### src/rtl/mem_port_arbiter_if.sv
// Bundle of cache-side request/response wires and the main-memory port
// that the arbiter sits between. "slave" is the arbiter's view, "master"
// is the view of the caches and the memory model driving it.
interface mem_port_arbiter_if #(
  parameter int BEAT_W = 3
);
  // Cache request side
  logic              VALID0;
  logic              VALID1;
  logic [31:0]       ADDR0;
  logic [31:0]       ADDR1;
  // Cache response side
  logic              GNT0;
  logic              GNT1;
  logic              RVALID0;
  logic              RVALID1;
  logic [31:0]       RDATA0;
  logic [31:0]       RDATA1;
  logic [BEAT_W-1:0] RBEAT0;
  logic [BEAT_W-1:0] RBEAT1;
  logic              DONE0;
  logic              DONE1;
  // Main-memory port
  logic              MEM_VALID;
  logic [31:0]       MEM_ADDR;
  logic              MEM_READY;
  logic              MEM_DVALID;
  logic [31:0]       MEM_DATA;
  logic [BEAT_W-1:0] MEM_BEAT;
  // Status
  logic              ERR;

  modport slave (
    input  VALID0, VALID1, ADDR0, ADDR1,
    input  MEM_READY, MEM_DVALID, MEM_DATA, MEM_BEAT,
    output GNT0, GNT1, RVALID0, RVALID1, RDATA0, RDATA1,
    output RBEAT0, RBEAT1, DONE0, DONE1,
    output MEM_VALID, MEM_ADDR, ERR
  );

  modport master (
    output VALID0, VALID1, ADDR0, ADDR1,
    output MEM_READY, MEM_DVALID, MEM_DATA, MEM_BEAT,
    input  GNT0, GNT1, RVALID0, RVALID1, RDATA0, RDATA1,
    input  RBEAT0, RBEAT1, DONE0, DONE1,
    input  MEM_VALID, MEM_ADDR, ERR
  );
endinterface

### src/rtl/mem_port_arbiter.sv
// Round-robin arbiter giving the I-cache (port 0) or D-cache (port 1)
// exclusive use of main memory for one line fill: address phase, then
// WORDS_PER_LINE in-order beats forwarded to the owner, then a DONE pulse.
// Out-of-order beats are dropped and latch a sticky ERR.
module mem_port_arbiter #(
  parameter int WORDS_PER_LINE = 8,
  parameter int BEAT_W         = 3
) (
  input  logic                CLK,
  input  logic                RST,
  mem_port_arbiter_if.slave   bus
);

  localparam logic [31:0]       LINE_MASK = 32'(WORDS_PER_LINE * 4 - 1);
  localparam logic [BEAT_W-1:0] LAST_BEAT = BEAT_W'(WORDS_PER_LINE - 1);

  typedef enum logic [1:0] {
    ST_IDLE = 2'd0,
    ST_ADDR = 2'd1,
    ST_DATA = 2'd2
  } state_e;

  state_e                  state_q,     state_d;
  logic                    owner_q,     owner_d;     // port holding the grant
  logic                    prio_q,      prio_d;      // port favoured on a tie
  logic [BEAT_W-1:0]       cnt_q,       cnt_d;       // next expected beat index
  logic [1:0]              gnt_q,       gnt_d;
  logic [1:0]              rvalid_q,    rvalid_d;
  logic [1:0]              done_q,      done_d;
  logic [1:0][31:0]        rdata_q,     rdata_d;
  logic [1:0][BEAT_W-1:0]  rbeat_q,     rbeat_d;
  logic                    mem_valid_q, mem_valid_d;
  logic [31:0]             mem_addr_q,  mem_addr_d;
  logic                    err_q,       err_d;
  logic                    winner_s;

  // Next-state and next-output computation for the fill sequencer
  always_comb begin
    state_d     = state_q;
    owner_d     = owner_q;
    prio_d      = prio_q;
    cnt_d       = cnt_q;
    gnt_d       = gnt_q;
    rvalid_d    = 2'b00;
    done_d      = 2'b00;
    rdata_d     = '0;
    rbeat_d     = '0;
    mem_valid_d = mem_valid_q;
    mem_addr_d  = mem_addr_q;
    err_d       = err_q;
    winner_s    = 1'b0;

    case (state_q)
      ST_IDLE: begin
        // Grant from the previous fill lapses unless re-granted below
        gnt_d = 2'b00;
        if (bus.VALID0 || bus.VALID1) begin
          if (bus.VALID0 && bus.VALID1) begin
            winner_s = prio_q;
          end else begin
            winner_s = bus.VALID1;
          end
          owner_d           = winner_s;
          cnt_d             = '0;
          gnt_d[winner_s]   = 1'b1;
          mem_valid_d       = 1'b1;
          mem_addr_d        = (winner_s ? bus.ADDR1 : bus.ADDR0) & ~LINE_MASK;
          state_d           = ST_ADDR;
        end else begin
          state_d = ST_IDLE;
        end
      end

      ST_ADDR: begin
        if (bus.MEM_READY) begin
          mem_valid_d = 1'b0;
          state_d     = ST_DATA;
        end else begin
          state_d = ST_ADDR;
        end
      end

      ST_DATA: begin
        if (bus.MEM_DVALID) begin
          if (bus.MEM_BEAT == cnt_q) begin
            rvalid_d[owner_q] = 1'b1;
            rdata_d[owner_q]  = bus.MEM_DATA;
            rbeat_d[owner_q]  = bus.MEM_BEAT;
            cnt_d             = cnt_q + BEAT_W'(1);
            if (cnt_q == LAST_BEAT) begin
              // Last word: pulse DONE, keep GNT this cycle, hand priority over
              done_d[owner_q] = 1'b1;
              prio_d          = ~owner_q;
              state_d         = ST_IDLE;
            end else begin
              state_d = ST_DATA;
            end
          end else begin
            err_d = 1'b1;
          end
        end else begin
          state_d = ST_DATA;
        end
      end

      default: begin
        state_d     = ST_IDLE;
        gnt_d       = 2'b00;
        mem_valid_d = 1'b0;
      end
    endcase
  end

  // State and registered outputs, synchronous active-high reset
  always_ff @(posedge CLK) begin
    if (RST) begin
      state_q     <= ST_IDLE;
      owner_q     <= 1'b0;
      prio_q      <= 1'b0;
      cnt_q       <= '0;
      gnt_q       <= 2'b00;
      rvalid_q    <= 2'b00;
      done_q      <= 2'b00;
      rdata_q     <= '0;
      rbeat_q     <= '0;
      mem_valid_q <= 1'b0;
      mem_addr_q  <= 32'h0000_0000;
      err_q       <= 1'b0;
    end else begin
      state_q     <= state_d;
      owner_q     <= owner_d;
      prio_q      <= prio_d;
      cnt_q       <= cnt_d;
      gnt_q       <= gnt_d;
      rvalid_q    <= rvalid_d;
      done_q      <= done_d;
      rdata_q     <= rdata_d;
      rbeat_q     <= rbeat_d;
      mem_valid_q <= mem_valid_d;
      mem_addr_q  <= mem_addr_d;
      err_q       <= err_d;
    end
  end

  assign bus.GNT0      = gnt_q[0];
  assign bus.GNT1      = gnt_q[1];
  assign bus.RVALID0   = rvalid_q[0];
  assign bus.RVALID1   = rvalid_q[1];
  assign bus.RDATA0    = rdata_q[0];
  assign bus.RDATA1    = rdata_q[1];
  assign bus.RBEAT0    = rbeat_q[0];
  assign bus.RBEAT1    = rbeat_q[1];
  assign bus.DONE0     = done_q[0];
  assign bus.DONE1     = done_q[1];
  assign bus.MEM_VALID = mem_valid_q;
  assign bus.MEM_ADDR  = mem_addr_q;
  assign bus.ERR       = err_q;

endmodule
### src/flat_wrapper.sv
// flat-port wrapper written by rule: the top's interface ports become plain ports
module mem_port_arbiter_flat 
#(
  parameter int WORDS_PER_LINE = 8,
  parameter int BEAT_W         = 3
)
  (CLK, RST, bus_VALID0, bus_VALID1, bus_ADDR0, bus_ADDR1, bus_MEM_READY, bus_MEM_DVALID, bus_MEM_DATA, bus_MEM_BEAT, bus_GNT0, bus_GNT1, bus_RVALID0, bus_RVALID1, bus_RDATA0, bus_RDATA1, bus_RBEAT0, bus_RBEAT1, bus_DONE0, bus_DONE1, bus_MEM_VALID, bus_MEM_ADDR, bus_ERR);
  mem_port_arbiter_if #(.BEAT_W(BEAT_W)) bus_i ();
  input  logic CLK;
  input  logic RST;
  input wire logic [$bits(bus_i.VALID0)-1:0] bus_VALID0;
  input wire logic [$bits(bus_i.VALID1)-1:0] bus_VALID1;
  input wire logic [$bits(bus_i.ADDR0)-1:0] bus_ADDR0;
  input wire logic [$bits(bus_i.ADDR1)-1:0] bus_ADDR1;
  input wire logic [$bits(bus_i.MEM_READY)-1:0] bus_MEM_READY;
  input wire logic [$bits(bus_i.MEM_DVALID)-1:0] bus_MEM_DVALID;
  input wire logic [$bits(bus_i.MEM_DATA)-1:0] bus_MEM_DATA;
  input wire logic [$bits(bus_i.MEM_BEAT)-1:0] bus_MEM_BEAT;
  output wire logic [$bits(bus_i.GNT0)-1:0] bus_GNT0;
  output wire logic [$bits(bus_i.GNT1)-1:0] bus_GNT1;
  output wire logic [$bits(bus_i.RVALID0)-1:0] bus_RVALID0;
  output wire logic [$bits(bus_i.RVALID1)-1:0] bus_RVALID1;
  output wire logic [$bits(bus_i.RDATA0)-1:0] bus_RDATA0;
  output wire logic [$bits(bus_i.RDATA1)-1:0] bus_RDATA1;
  output wire logic [$bits(bus_i.RBEAT0)-1:0] bus_RBEAT0;
  output wire logic [$bits(bus_i.RBEAT1)-1:0] bus_RBEAT1;
  output wire logic [$bits(bus_i.DONE0)-1:0] bus_DONE0;
  output wire logic [$bits(bus_i.DONE1)-1:0] bus_DONE1;
  output wire logic [$bits(bus_i.MEM_VALID)-1:0] bus_MEM_VALID;
  output wire logic [$bits(bus_i.MEM_ADDR)-1:0] bus_MEM_ADDR;
  output wire logic [$bits(bus_i.ERR)-1:0] bus_ERR;
  assign bus_i.VALID0 = bus_VALID0;
  assign bus_i.VALID1 = bus_VALID1;
  assign bus_i.ADDR0 = bus_ADDR0;
  assign bus_i.ADDR1 = bus_ADDR1;
  assign bus_i.MEM_READY = bus_MEM_READY;
  assign bus_i.MEM_DVALID = bus_MEM_DVALID;
  assign bus_i.MEM_DATA = bus_MEM_DATA;
  assign bus_i.MEM_BEAT = bus_MEM_BEAT;
  assign bus_GNT0 = bus_i.GNT0;
  assign bus_GNT1 = bus_i.GNT1;
  assign bus_RVALID0 = bus_i.RVALID0;
  assign bus_RVALID1 = bus_i.RVALID1;
  assign bus_RDATA0 = bus_i.RDATA0;
  assign bus_RDATA1 = bus_i.RDATA1;
  assign bus_RBEAT0 = bus_i.RBEAT0;
  assign bus_RBEAT1 = bus_i.RBEAT1;
  assign bus_DONE0 = bus_i.DONE0;
  assign bus_DONE1 = bus_i.DONE1;
  assign bus_MEM_VALID = bus_i.MEM_VALID;
  assign bus_MEM_ADDR = bus_i.MEM_ADDR;
  assign bus_ERR = bus_i.ERR;
  mem_port_arbiter #(.WORDS_PER_LINE(WORDS_PER_LINE), .BEAT_W(BEAT_W)) u_core (.CLK(CLK), .RST(RST), .bus(bus_i));
endmodule
### config.mk
export PLATFORM = sky130hd
export DESIGN_NAME = mem_port_arbiter_flat
export DESIGN_NICKNAME = d
export VERILOG_FILES = /design/src/rtl/mem_port_arbiter_if.sv /design/src/rtl/mem_port_arbiter.sv /design/src/flat_wrapper.sv
export SDC_FILE = /design/constraint.sdc
export NUM_CORES = 1
export LEC_CHECK = 0
export CAP_MARGIN = 15
export CORE_MARGIN = 2
export CORE_UTILIZATION = 39
export DETAILED_ROUTE_END_ITERATION = 6
export PLACE_DENSITY = 0.76
export SETUP_SLACK_MARGIN = 0.2
export SLEW_MARGIN = 40
export SYNTH_ARGS = -nofsm -noshare
export SYNTH_HDL_FRONTEND = slang
export SYNTH_SLANG_ARGS = --single-unit
### constraint.sdc
create_clock -name CLK -period 2.1 [get_ports CLK]
set_clock_uncertainty 0.1 [all_clocks]
set_input_delay 0.525 -clock CLK [delete_from_list [all_inputs] [get_ports CLK]]
set_output_delay 0.525 -clock CLK [all_outputs]
set_load 0.005 [all_outputs]
==> metrics.log, run 1 <==
INFO  metric run_status = finished, final reports clean
INFO  metric pwr_density_cell = 625 mW/mm2
INFO  metric crit_path_max_fanout = 2
INFO  metric dominant_cells_by_area_after_synthesis = sky130_fd_sc_hd__dfxtp_1 54%, sky130_fd_sc_hd__o2111ai_1 5.9%, sky130_fd_sc_hd__and3_1 5.4%
INFO  metric critPathArrivalTime = 1220 ps
INFO  metric setup_tns = 0 ps
INFO  metric area_of_combinational_cells_with_multiple_inputs = 0.00173 mm2
INFO  metric flow.area_growth_from_synthesis = 61.4%
INFO  metric global_routing_s_busiest_layer = met2
INFO  metric crit_cells = 1
INFO  metric largest_net_degree_at_the_start_of_global_routing = 54
INFO  metric portBuffers = 199
INFO  metric syn_inst = 435
INFO  metric io_pins = 215
INFO  metric unrepaired_setup_endpoints_after_global_routing = yes
INFO  metric crit_family = buffers and inverters
INFO  metric globalRouteTotalUtil = 20.5%
INFO  metric post_cts_buffers = 0
INFO  metric register_area = 0.00226 mm2
INFO  metric achievable-frequency = 541 MHz
INFO  metric post-synth-top-area-cell = sky130_fd_sc_hd__dfxtp_1
INFO  metric grt_first_pass_wirelength = 18700 um
INFO  metric nNetsFinal = 744
INFO  metric cts_tree = done
INFO  metric power_frac_comb = 18.1%
INFO  metric gr-usage-met3 = 7.42%
INFO  metric drt-pass1-iter-count = 4
INFO  metric post_synth_xor_area_fraction = 0.996%
INFO  metric final_critical_path_setup_slack = 251 ps
INFO  metric leakagePower = 2.75 nW
INFO  metric combinational_family_with_the_most_area_after_synthesis = simple AND/OR/NAND/NOR gates
INFO  metric ys.flop_type = sky130_fd_sc_hd__dfxtp_1
INFO  metric post_synth.cell_area_avg = 9.53 um2
INFO  metric groute.layer.met2.usage = 35.2%
INFO  metric mostFrequentLayoutCells = 182 x sky130_fd_sc_hd__clkdlybuf4s50_1, 96 x sky130_fd_sc_hd__dfxtp_1, 49 x sky130_fd_sc_hd__nand2_1
INFO  metric fill_cell_count = 871
INFO  metric timing_hold_violations_final = 0
INFO  metric mostFrequentLayoutCell = sky130_fd_sc_hd__clkdlybuf4s50_1
INFO  metric endpoint_class_of_the_critical_path = output pin
INFO  metric overflow = 0
INFO  metric path_cells = clkdlybuf4s50_1
INFO  metric clock_insertion_delay_worst_skew = 360 ps
INFO  metric sinks_on_clock_net = 112
INFO  metric initial_core_util = 40.2%
INFO  metric synth.lib_cells_used.distinct = 43
INFO  metric setup_violations = 0
INFO  metric insertedDiodeCount = 0
INFO  metric synthSimpleGateAreaFrac = 23.3%
INFO  metric count_of_vias_placed_by_the_detailed_router = 3948
INFO  metric hold_crit_depth = 2
INFO  metric synth.yosys.warnings = 0
INFO  metric standard_cell_row_count = 37
INFO  metric p_int = 0.00307 W
INFO  metric dp_hpwl = 8720 um
INFO  metric period_share = 88.1%
INFO  metric max-clock-path-buffers = 2
INFO  metric first_global_vias = 3774
INFO  metric h-tree-depth = 3
INFO  metric routed_wirelength = 11900 um
INFO  metric design.die.area = 0.0115 mm2
INFO  metric postRouteAntennaNets = 0
INFO  metric synth_top_cell_area_share = 54.1%
INFO  metric dpl_worst_slack = -234 ps
INFO  metric drt-initial-drc-count = 166
INFO  metric p_seq_share = 53.6%
INFO  metric antenna_found_initial = 0
INFO  metric dieHeight = 107 um
INFO  metric worst_ir_drop_vdd = 331 uV
INFO  metric core_area = 0.0103 mm2
INFO  metric dieWidth = 107 um
INFO  metric power_switching = 0.00111 W
INFO  metric synth_compound_gate_area_share = 13.5%
INFO  metric slew_violations = 0
INFO  metric critical_path_class = reg -> out
INFO  metric synth_adder_area_share = 1.81%
INFO  metric drive_gt1_share = 12.2%
INFO  metric data_required_time_of_the_critical_path = 1470 ps
INFO  metric met1_layer_usage_reported_by_global_route = 23.9%
INFO  metric reg2regPathDepth = 6
INFO  metric power.share.switching = 26.7%
INFO  metric synth-edff-count = 0
INFO  metric clock_power_share = 28.3%
INFO  metric drc_errors = 0
INFO  metric critPathMaxStageDelay = 510 ps
INFO  metric syn-cell-area = 0.00415 mm2
INFO  metric muxShareOfSynthArea = 0.724%
INFO  metric hold_path_class = reg -> reg
INFO  metric numCtsBuffers = 9
INFO  metric period_minus_slack = 1850 ps
INFO  metric yosysSeqAreaShare = 54.1%
INFO  metric seq_cells_post_synth = 112
INFO  metric cp_num_buf_inv = 1
INFO  metric cp-start-kind = flop
INFO  metric crit_slowest_cell = sky130_fd_sc_hd__clkdlybuf4s50_1
INFO  metric max-cap-violations = 0
INFO  metric routed_wire_length_per_instance = 15.3 um
INFO  metric cell_at_the_root_of_the_clock_tree = sky130_fd_sc_hd__clkbuf_8
INFO  metric ys_async_sr_fraction = 0%
INFO  metric detail_route.vias_per_cell = 5.10
INFO  metric routabilityCongestion = 0.812
INFO  metric clkSlewWorstSetupHoldPaths = 110 ps
-- kinds of logic (layout without fill, tap and decap cells) --
family / count (synthesis) / in the layout
compound gates: 76 / 76
xor+xnor: 3 / 3
fa+ha+maj: 6 / 6
buf+inv: 50 / 249
flops: 112 / 112
mux: 3 / 3
other cells: 1 / 5
simple gates: 184 / 184
-- metrics by stage --
step | instances | hold WS [ps] | total power, W | area (um2) | utilization, %
2_1_floorplan | 439 | 348 | 0.00258 | 4160 | -
3_3_place_gp | 758 | 343 | 0.00302 | 6420 | 62.2
3_5_place_dp | 758 | 359 | 0.00304 | 6420 | 62.2
4_1_cts | 774 | 377 | 0.00422 | 6610 | 64.0
5_1_grt | 774 | 392 | 0.00441 | 6690 | 64.8
6_report | 774 | 366 | 0.00418 | 6690 | 64.8
-- repair_timing --
action,in CTS,in global routing
hold buffers,0,0
endpoints found under the setup margin,24,60
gates resized for setup,4,36
-- tightest hold or removal path, delay by kind of cell, from the launching register on --
family | cells | cell delay (ps)
AO/OA/AOI/OAI | 1 | 50
flip-flops | 1 | 320
AND/OR/NAND/NOR | 1 | 60
-- layout make-up --
cell class | instances | area share (%)
Tap cell | 136 | 2.54
Sequential cell | 112 | 33.8
Clock buffer | 9 | 1.85
Timing Repair Buffer | 227 | 34.7
Inverter | 6 | 0.337
Clock inverter | 7 | 0.804
Multi-Input combinational cell | 277 | 25.9
-- state kept, by name (all words and copies together) (netlist names) --
signal                cells
u_core.bus.ERR            1
u_core.bus.MEM_ADDR      27
u_core.bus.MEM_VALID      1
u_core.bus.RBEAT0         3
u_core.bus.RBEAT1         3
u_core.bus.RDATA0        32
u_core.bus.RDATA1        32
u_core.cnt_q              3
u_core.done_q             2
u_core.gnt_q              2
u_core.owner_q            1
u_core.prio_q             1
u_core.rvalid_q           2
u_core.state_q            2
-- power by group through the flow --
| stage | logic, W | registers (W) | clock network [W] |
|---|---|---|---|
| 2_1_floorplan | 0.000299 | 0.00228 | 0 |
| 3_3_place_gp | 0.000746 | 0.00228 | 0 |
| 3_5_place_dp | 0.000758 | 0.00228 | 0 |
| 4_1_cts | 0.000762 | 0.00223 | 0.00122 |
| 5_1_grt | 0.000824 | 0.00225 | 0.00133 |
| 6_report | 0.000756 | 0.00224 | 0.00118 |
-- synth_stat cells (4+ instances only) --
master / n
sky130_fd_sc_hd__dfxtp_1: 112
sky130_fd_sc_hd__nand2_1: 49
sky130_fd_sc_hd__and3_1: 36
sky130_fd_sc_hd__nor2_1: 35
sky130_fd_sc_hd__clkbuf_1: 33
sky130_fd_sc_hd__nand3_1: 29
sky130_fd_sc_hd__a31oi_1: 28
sky130_fd_sc_hd__o2111ai_1: 28
sky130_fd_sc_hd__nand2b_1: 7
sky130_fd_sc_hd__ha_1: 6
sky130_fd_sc_hd__inv_1: 6
sky130_fd_sc_hd__buf_4: 5
sky130_fd_sc_hd__nor2b_1: 4
sky130_fd_sc_hd__o211ai_1: 4
sky130_fd_sc_hd__o21ai_0: 4
sky130_fd_sc_hd__or4_1: 4
-- per-layer routing --
metal | routed length, um | part of all wire [%] | up-vias
met4 | 138 | 1.2 | 0
met2 | 5800 | 49 | 173
met5 | 0 | 0 | -
met3 | 1180 | 10 | 9
li1 | - | - | 1928
met1 | 4750 | 40 | 1838
-- final timing paths --
check | to | startpoint | slack (ps)
max | bus_MEM_ADDR[9] | u_core.bus.MEM_ADDR[9]$_SDFFE_PP0P_ | 250
min reg2reg | u_core.gnt_q[0]$_SDFFE_PP0N_ | u_core.gnt_q[0]$_SDFFE_PP0N_ | 370
max reg2reg | u_core.bus.RDATA0[28]$_SDFF_PP0_ | u_core.state_q[0]$_SDFFE_PP0P_ | 320
min | u_core.gnt_q[0]$_SDFFE_PP0N_ | u_core.gnt_q[0]$_SDFFE_PP0N_ | 370
Power figures use the tool's default switching activity.
==> run 2: changes to the inputs <==
- ABC_CLOCK_PERIOD_IN_PS: default -> 2100
==> results of run 2 <==
No change in the layout: final DEF, timing and power equal those of run 1.
==> run 3: changes to the inputs <==
- GPL_TIMING_DRIVEN: default -> 0
==> run 3 against run 2 <==
Effect of this change: clock power barely moved; combinational power fell by 3%; count of clock-buffer cells in the layout increased by 2; largest cell class unchanged.
==> metrics.log, run 3 (same netlist as run 1, synthesis figures left out) <==
INFO  metric run_status = finished, final reports clean
INFO  metric largest_net_degree_at_the_start_of_global_routing = 19
INFO  metric crit_family = buffers and inverters
INFO  metric period_share = 88.5%
INFO  metric design.die.area = 0.0115 mm2
INFO  metric achievable-frequency = 538 MHz
INFO  metric unrepaired_setup_endpoints_after_global_routing = yes
INFO  metric reg2regPathDepth = 6
INFO  metric sinks_on_clock_net = 112
INFO  metric insertedDiodeCount = 0
INFO  metric first_global_vias = 3944
INFO  metric dieWidth = 107 um
INFO  metric max-cap-violations = 0
INFO  metric drt-pass1-iter-count = 4
INFO  metric grt_first_pass_wirelength = 18800 um
INFO  metric drive_gt1_share = 11.4%
INFO  metric portBuffers = 198
INFO  metric flow.area_growth_from_synthesis = 60.6%
INFO  metric detail_route.vias_per_cell = 5.08
INFO  metric min_delay_worst_endpoint = u_core.gnt_q[1]$_SDFFE_PP0N_
INFO  metric standard_cell_row_count = 37
INFO  metric io_pins = 215
INFO  metric pwr_density_cell = 629 mW/mm2
INFO  metric timing.rr.start = u_core.state_q[0]$_SDFFE_PP0P_
INFO  metric fin_cells = 793
INFO  metric critical_path_class = reg -> out
INFO  metric nNetsFinal = 763
INFO  metric timing.critical_path.from = u_core.bus.MEM_ADDR[31]$_SDFFE_PP0P_
INFO  metric mostFrequentLayoutCells = 184 x sky130_fd_sc_hd__clkdlybuf4s50_1, 100 x sky130_fd_sc_hd__dfxtp_1, 49 x sky130_fd_sc_hd__nand2_1
INFO  metric critPathArrivalTime = 1230 ps
INFO  metric hold_crit_depth = 2
INFO  metric data_required_time_of_the_critical_path = 1470 ps
INFO  metric numCtsBuffers = 9
INFO  metric mostFrequentLayoutCell = sky130_fd_sc_hd__clkdlybuf4s50_1
INFO  metric setup_violations = 0
INFO  metric h-tree-depth = 3
INFO  metric worst_ir_drop_vdd = 325 uV
INFO  metric reg2reg_setup_slack = 270 ps
INFO  metric dp_cells = 773
INFO  metric globalRouteTotalUtil = 20.9%
INFO  metric hold_path_class = reg -> reg
INFO  metric cp-start-kind = flop
INFO  metric critPathMaxStageDelay = 510 ps
INFO  metric max-clock-path-buffers = 2
INFO  metric dieHeight = 107 um
INFO  metric period_minus_slack = 1860 ps
INFO  metric postRouteAntennaNets = 0
INFO  metric endpoint_class_of_the_critical_path = output pin
INFO  metric slew_violations = 0
INFO  metric routed_wire_length_per_instance = 15.4 um
INFO  metric routed_wirelength = 12200 um
INFO  metric path_cells = clkdlybuf4s50_1
INFO  metric count_of_vias_placed_by_the_detailed_router = 4028
INFO  metric dp_hpwl = 9230 um
INFO  metric drt-initial-drc-count = 102
INFO  metric drc_errors = 0
INFO  metric overflow = 0
INFO  metric ctsHoldBuffers = 0
INFO  metric initial_core_util = 40.2%
INFO  metric leakagePower = 2.67 nW
INFO  metric crit_path_max_fanout = 2
INFO  metric min_from = u_core.gnt_q[1]$_SDFFE_PP0N_
INFO  metric crit_slowest_cell = sky130_fd_sc_hd__clkdlybuf4s50_1
INFO  metric routabilityCongestion = 0.798
INFO  metric cts_tree = done
INFO  metric cp_num_buf_inv = 1
INFO  metric clock_insertion_delay_worst_skew = 370 ps
INFO  metric cell_at_the_root_of_the_clock_tree = sky130_fd_sc_hd__clkbuf_8
INFO  metric worstReg2RegEnd = u_core.prio_q$_SDFFE_PP0P_
INFO  metric antenna_found_initial = 0
INFO  metric layout.cell_area.non_filler = 0.00666 mm2
INFO  metric core_area = 0.0103 mm2
INFO  metric timing_hold_violations_final = 0
INFO  metric placement.cell_area = 0.00631 mm2
INFO  metric clkSlewWorstSetupHoldPaths = 110 ps
-- run 3: metrics by stage --
stage | worst slack, ps | util (%) | setup TNS (ps) | hold slack, ps | power [W]
after floorplan | 271 | - | 0 | 348 | 0.00258
after global placement | -477 | 61.1 | -41490 | 343 | 0.00298
after detailed placement | -511 | 61.1 | -43270 | 353 | 0.00299
after CTS | 199 | 63.6 | 0 | 368 | 0.00419
after global routing | 178 | 64.5 | 0 | 389 | 0.00439
final | 242 | 64.5 | 0 | 364 | 0.00419
-- run 3: power by group --
part,internal (W),switching [W],total (W)
combinational,0.000390,0.000346,0.000737
clock,0.000477,0.000738,0.00121
sequential,0.00220,0.0000390,0.00224
-- run 3: metal layers --
metal / global-route usage [%] / part of all wire [%] / up-vias
met5: 0 / 0 / -
met4: 9.65 / 2.7 / 0
met3: 6.99 / 11 / 22
met2: 34.9 / 47 / 203
met1: 24.2 / 39 / 1827
li1: - / - / 1976
-- run 3: what timing repair did --
item	in CTS	in global routing
buffers inserted	1	3
pin swaps	2	1
resized for setup	26	42
endpoints found under the setup margin	112	79
-- run 3: area by class of cell --
class | count | area [um2]
Buffer | 44 | 243
Clock buffer | 11 | 141
Clock inverter | 5 | 40.0
Fill cell | 873 | 3660
Inverter | 6 | 22.5
Multi-Input combinational cell | 277 | 1750
Sequential cell | 112 | 2260
Tap cell | 136 | 170
Timing Repair Buffer | 202 | 2030
-- run 3: worst max-delay path by stage --
| stage | cells after the start | endpoint | slack [ps] |
|---|---|---|---|
| after floorplan | 5 | u_core.done_q[1]$_SDFF_PP0_ | 270 |
| after global placement | 5 | u_core.bus.RDATA1[18]$_SDFF_PP0_ | -480 |
| after detailed placement | 5 | u_core.bus.RBEAT1[1]$_SDFF_PP0_ | -510 |
| after CTS | 5 | u_core.bus.MEM_ADDR[15]$_SDFFE_PP0P_ | 200 |
| after global routing | 6 | u_core.cnt_q[0]$_SDFFE_PP0P_ | 180 |
| final | 1 | bus_MEM_ADDR[31] | 240 |
